## config.mk

```make
export PLATFORM = sky130hd
export DESIGN_NAME = hue_sequencer
export DESIGN_NICKNAME = d
export VERILOG_FILES = /design/src/rtl/hue_sequencer.sv
export SDC_FILE = /design/constraint.sdc
export NUM_CORES = 1
export LEC_CHECK = 0
export CAP_MARGIN = 20
export CORE_MARGIN = 2
export CORE_UTILIZATION = 30
export CTS_CLUSTER_DIAMETER = 120
export DETAILED_ROUTE_END_ITERATION = 8
export PLACE_DENSITY_LB_ADDON = 0.2
export SKIP_LAST_GASP = 1
export SLEW_MARGIN = 20
export SYNTH_ARGS = -nofsm -noshare
export SYNTH_HDL_FRONTEND = slang
export SYNTH_SLANG_ARGS = --single-unit
```

## constraint.sdc

```tcl
create_clock -name clk -period 3.7 [get_ports clk]
set_input_delay 0.74 -clock clk [delete_from_list [all_inputs] [get_ports clk]]
set_output_delay 0.74 -clock clk [all_outputs]
set_load 0.005 [all_outputs]
```

## src/rtl/hue_sequencer.sv

```systemverilog
// Hue-wheel sweep generator: produces R/G/B duty words for three PWM channels,
// walking six linear segments (red->yellow->green->cyan->blue->magenta->red).
module hue_sequencer #(
  parameter  int PWM_INTERVAL = 1000,
  parameter  int STEP_CYCLES  = 2000,
  localparam int W            = $clog2(PWM_INTERVAL),
  localparam int PW           = $clog2(STEP_CYCLES)
) (
  input  logic         clk,
  input  logic         reset,
  input  logic         enable,
  output logic [W-1:0] r_value,
  output logic [W-1:0] g_value,
  output logic [W-1:0] b_value,
  output logic [2:0]   segment,
  output logic         step_pulse,
  output logic         cycle_done
);

  localparam logic [W-1:0]  MAX        = W'(PWM_INTERVAL - 1);
  localparam logic [PW-1:0] PRESC_LAST = PW'(STEP_CYCLES - 1);

  localparam logic [2:0] S0 = 3'd0;
  localparam logic [2:0] S1 = 3'd1;
  localparam logic [2:0] S2 = 3'd2;
  localparam logic [2:0] S3 = 3'd3;
  localparam logic [2:0] S4 = 3'd4;
  localparam logic [2:0] S5 = 3'd5;

  logic [PW-1:0] presc_q, presc_d;
  logic [W-1:0]  ramp_q, ramp_d;
  logic [2:0]    seg_q, seg_d;
  logic [W-1:0]  r_value_q, r_value_d;
  logic [W-1:0]  g_value_q, g_value_d;
  logic [W-1:0]  b_value_q, b_value_d;
  logic          step_pulse_q, step_pulse_d;
  logic          cycle_done_q, cycle_done_d;

  logic          step;
  logic          illegal;
  logic [W-1:0]  up;
  logic [W-1:0]  dn;

  // State register
  always_ff @(posedge clk) begin
    if (reset) begin
      presc_q      <= '0;
      ramp_q       <= '0;
      seg_q        <= S0;
      r_value_q    <= MAX;
      g_value_q    <= '0;
      b_value_q    <= '0;
      step_pulse_q <= 1'b0;
      cycle_done_q <= 1'b0;
    end else begin
      presc_q      <= presc_d;
      ramp_q       <= ramp_d;
      seg_q        <= seg_d;
      r_value_q    <= r_value_d;
      g_value_q    <= g_value_d;
      b_value_q    <= b_value_d;
      step_pulse_q <= step_pulse_d;
      cycle_done_q <= cycle_done_d;
    end
  end

  // Next state: prescaler, ramp and segment FSM
  always_comb begin
    step    = enable && (presc_q == PRESC_LAST);
    illegal = (seg_q > S5);
    presc_d = presc_q;
    ramp_d  = ramp_q;
    seg_d   = seg_q;
    if (enable) begin
      presc_d = step ? '0 : presc_q + 1'b1;
    end
    // An unreachable encoding recovers to the start of the wheel regardless of enable.
    if (illegal) begin
      seg_d  = S0;
      ramp_d = '0;
    end else if (step) begin
      if (ramp_q == MAX) begin
        ramp_d = '0;
        seg_d  = (seg_q == S5) ? S0 : seg_q + 3'd1;
      end else begin
        ramp_d = ramp_q + 1'b1;
      end
    end
  end

  // Outputs: decode the next-state so words update on the same edge as ramp/segment
  always_comb begin
    up           = ramp_d;
    dn           = MAX - ramp_d;
    step_pulse_d = step && !illegal;
    cycle_done_d = step && !illegal && (seg_q == S5) && (ramp_q == MAX);
    r_value_d    = MAX;
    g_value_d    = '0;
    b_value_d    = '0;
    case (seg_d)
      S0:      begin r_value_d = MAX; g_value_d = up;  b_value_d = '0;  end
      S1:      begin r_value_d = dn;  g_value_d = MAX; b_value_d = '0;  end
      S2:      begin r_value_d = '0;  g_value_d = MAX; b_value_d = up;  end
      S3:      begin r_value_d = '0;  g_value_d = dn;  b_value_d = MAX; end
      S4:      begin r_value_d = up;  g_value_d = '0;  b_value_d = MAX; end
      S5:      begin r_value_d = MAX; g_value_d = '0;  b_value_d = dn;  end
      default: begin r_value_d = MAX; g_value_d = '0;  b_value_d = '0;  end
    endcase
  end

  assign r_value    = r_value_q;
  assign g_value    = g_value_q;
  assign b_value    = b_value_q;
  assign segment    = seg_q;
  assign step_pulse = step_pulse_q;
  assign cycle_done = cycle_done_q;

endmodule

```

# Word level (Yosys, flattened, before mapping)
# Index checks and enable logic that the tools add are counted.
# totals
ff_bits,56
out_inout_bits,35
elab_cells,41
# classes
n_addsub,4
magnitude_cmp,1
n_eq_ne,8
muxes,11
n_reduce_logical,9
# op_table
op,n
$pmux 10 s3,3
$mux 10,3
$mux 3,4
$add 11x1->11 const B,1
$eq 11x11->1 const B,1
$mux 11,1
$add 10x1->10 const B,1
$eq 10x10->1 const B,1
$sub 10x10->10 const A,1
$eq 3x3->1 const B,3
$eq 3x2->1 const B,2
$reduce_or 2->1,3
$logic_and 1x1->1,4
$add 3x1->3 const B,1
$eq 3x1->1 const B,1
$gt 3x3->1 const B,1
$logic_not 3->1,1
$logic_not 1->1,1

# Logic depth before layout (Yosys ltp)
# logic_depth
ltp_word,8
ltp_mapped,12

# Worst setup path after synthesis
# Ideal clock, no wire load.
# synth_timing
path_type,input to register
startpoint,input enable
endpoint,"register r_value_q[9], in the netlist r_value[9]"
setup_time_ns,0.135
arrival_ns,2.742
required_ns,3.565
path_slack_ns,0.823
path_stages,11
n_path_buf,0
path_cell_list,nand4_2 -> nor4_4 -> nand2_1 -> xor2_1 -> nor2_1 -> inv_1 -> ha_1 -> a21oi_1 -> nand4_1 -> xor2_1 -> o221ai_1
# synth_between
elab_chain_cells,6
# synth_rtl
element,line,text
"start, declared",11,"input logic enable,"
$logic_and 1x1->1 *,69,step = enable && (presc_q == PRESC_LAST);
branches (longest 4 deep; another with $sub 10x10->10),-,
$pmux 10 s3 *,100,case (seg_d)
"end signal, assigned",59,r_value_q <= r_value_d;
"end, declared",33,"logic [W-1:0] r_value_q, r_value_d;"
# Every way passes the cells marked *.
# A chain may end at the register's enable or synchronous reset.

# Worst setup path after layout
# Ends and elaborated chain as after synthesis.

==> flow_summary.json <==
{
  "synth_cell_types": 55,
  "cp_max_fo": 8,
  "finish.utilization": 0.381,
  "fillers": 954,
  "cp_num_buf_inv": 2,
  "dieHeight_um": 100,
  "htreeDepth": 2,
  "synth_top_cell_by_area": "dfxtp_1",
  "rsz0062_at_grt": "false",
  "grt_pass1_vias": 2548,
  "place_area_um2": 3400,
  "worst_pin_slew_ps": 703,
  "cp-endpoint": "r_value[9]$_SDFF_PP1_",
  "syn_to_final_growth_pct": 25.0,
  "yosysMostFrequentCell": "dfxtp_1",
  "num_vias": 2675,
  "slowest_stage": "clkdlybuf4s50_1",
  "drt-vias-per-instance": 5.39,
  "relSlewSlack": 0.529,
  "grt_max_degree": 18,
  "arrival_ps": 3400,
  "synth_compound_area_frac": 0.178,
  "finalCritPeriodShare": 0.869,
  "avgSynthCellArea_um2": 8.40,
  "clkTransAtPathRegs_ps": 110,
  "drv_slew": 0,
  "startpoint": "enable",
  "finalClockSkew_ps": 12.9,
  "cp_common_cell": "xor2_1",
  "synth.top_cells.by_count": "56 x dfxtp_1, 44 x nor2_1, 37 x nand2_1",
  "clock_latency_ps": 310,
  "nNetsFinal": 390,
  "fin_crit_ps": 3220,
  "setup_viol": 0,
  "drc": 0,
  "pwr-share-seq": 0.629,
  "grt_antenna_before_repair": 0,
  "worst-setup-path-type": "input port to flop",
  "power_frac_comb": 0.020,
  "io_pins": 38,
  "clock_path_buffers": 2,
  "pwr-share-clk": 0.351,
  "synthArstFlopShare": 0,
  "critPathRequiredTime_ps": 3880,
  "ctsResizeCount": 0,
  "design_area_um2": 3490,
  "die_area_um2": 10100,
  "initial_core_util": 0.305,
  "drt-pass1-iter-count": 4,
  "die-width_um": 100,
  "grt_pass1_wl_um": 13000,
  "grt-ovfl-total": 0,
  "io_buffers": 37,
  "cp_top_family": "simple AND/OR/NAND/NOR gates",
  "maxClockFrequency_mhz": 311,
  "synthMuxAreaShare": 0.0148,
  "dp_hpwl_um": 6220,
  "rows": 35,
  "intPower_uw": 745,
  "synth_nets": 338,
  "ys.flop_type": "dfxtp_1",
  "endpoint_kind": "flop",
  "hold_path.class": "flop to flop",
  "cts_setup_buffers": 0,
  "rrSetupSlack_ps": 920,
  "track_usage": 0.165,
  "wl_per_cell_um": 16.2,
  "holdBufCountCts": 0,
  "ys_warn_count": 0,
  "gp_congestion": 0.928,
  "drt-total-wl_um": 8050,
  "multi_input_area_um2": 1600,
  "run_status": "complete, no violations",
  "cts_buffers": 5,
  "synth_fa_ha_area_frac": 0.0135,
  "yosys.area.top_type_share": 0.402,
  "critPathLaunchType": "input port",
  "synth_edf_count": 0,
  "ant_nets": 0,
  "ir_worst_vdd_uv": 152,
  "antenna_cells": 0,
  "fin_setup_tns_ps": 0,
  "synthSimpleGateAreaFrac": 0.287,
  "r2r-end": "r_value[9]$_SDFF_PP1_",
  "syn_area_um2": 2790,
  "netlist_instances": 332,
  "synth_top_family_by_area": "simple AND/OR/NAND/NOR gates",
  "regArea_um2": 1120,
  "synth_xor_area_frac": 0.0816,
  "cts-root-buf": "clkbuf_8",
  "tritoncts": "built",
  "layout-drive-gt1-share": 0.106,
  "power_density_nw_per_um2": 276,
  "final-hold-violation-count": 0,
  "ys_seq_area_frac": 0.402,
  "worstPathCellList": "clkdlybuf4s50_1 -> nand4_2 -> nor4_4 -> nand2_1 -> xor2_1 -> nor2_1 -> inv_1 -> ha_1 -> a21oi_1 -> nand4_1 -> xor2_1 -> o221ai_1",
  "core_um2": 9150,
  "yosys-top-cells-area": "dfxtp_1 40%, nor2_1 5.9%, nand2_1 5.0%",
  "cpPeakStageDelay_ps": 600,
  "synth-seq-cells": 56,
  "r2r_start": "presc_q[0]$_SDFFE_PP0P_",
  "cts.sinks": 56,
  "drtIter0Drc": 225,
  "crit_cells": 12,
  "p_leak_uw": 0.00129,
  "power_switching_uw": 217,
  "max_cap_violations": 0,
  "switching_share": 0.225,
  "reg2reg_depth": 12
}
## tightest hold or removal path, stage by stage (launching register included)
cell and delay (ps):
dfxtp_1 340, nand2b_1 80, a21oi_1 60
## routing by layer
metal / wire length, um / up-vias / global-route usage
li1: - / 1312 / -
met4: 283 / 0 / 0.0685
met3: 441 / 24 / 0.0292
met1: 3670 / 1241 / 0.223
met2: 3650 / 98 / 0.259
met5: 0 / - / 0
## how the worst min path moves through the flow
stage                         endpoint                     from  slack [ps]  cells after the start
2_1_floorplan  presc_q[1]$_SDFFE_PP0P_  presc_q[1]$_SDFFE_PP0P_         460                      2
3_3_place_gp   presc_q[1]$_SDFFE_PP0P_  presc_q[1]$_SDFFE_PP0P_         480                      2
3_5_place_dp   presc_q[1]$_SDFFE_PP0P_  presc_q[1]$_SDFFE_PP0P_         500                      2
4_1_cts        presc_q[1]$_SDFFE_PP0P_  presc_q[1]$_SDFFE_PP0P_         510                      2
5_1_grt        presc_q[1]$_SDFFE_PP0P_  presc_q[1]$_SDFFE_PP0P_         550                      2
6_report       presc_q[1]$_SDFFE_PP0P_  presc_q[1]$_SDFFE_PP0P_         520                      2
## cell usage in the layout (no fill, tap or decap), types with 11 or more instances in the layout
master	synthesis	routed
a21oi_1	21	21
buf_4	0	19
clkdlybuf4s50_1	0	37
dfxtp_1	56	56
nand2_1	37	37
nand3_1	12	12
nor2_1	44	44
nor3_1	12	12
o21ai_0	13	13
xnor2_1	11	11
## cell type report
type                       count  share of cell area
clock buffer                   6              0.0208
clock inverter                 2             0.00466
inverter                       6             0.00646
multi-input combinational    259               0.460
sequential                    56               0.321
tap                          111              0.0398
timing repair buffer          56               0.147
## metrics by stage
step / setup slack, ps / power [uW] / hold WS (ps) / cells
floorplan: 823 / 630 / 462 / 332
global placement: 230 / 638 / 482 / 488
detailed placement: 172 / 639 / 496 / 488
CTS: 513 / 981 / 510 / 496
global route: 270 / 1000 / 547 / 496
finish: 484 / 962 / 520 / 496
## registers in the layout, indices dropped and copies added, names as in the netlist
name / flops
presc_q: 11
ramp_q: 10
b_value: 10
step_pulse: 1
cycle_done: 1
r_value: 10
g_value: 10
segment: 3
## kinds of logic (layout without fill, tap and decap cells)
family	Yosys count	after routing
AND/OR/NAND/NOR	152	152
XOR/XNOR	23	23
multiplexers	4	4
buffers and inverters	17	70
adder cells (fa/ha/maj)	3	3
flip-flops	56	56
AO/OA/AOI/OAI	77	77
## power by group through the flow
stage / Sequential, uW / Clock [uW] / Combinational, uW
5_1_grt: 606 / 378 / 21.1
4_1_cts: 606 / 356 / 19.2
2_1_floorplan: 619 / 0 / 11.3
3_5_place_dp: 619 / 0 / 19.2
3_3_place_gp: 619 / 0 / 18.8
6_report: 605 / 337 / 19.4
No activity file was read; power rests on OpenSTA's default activity.
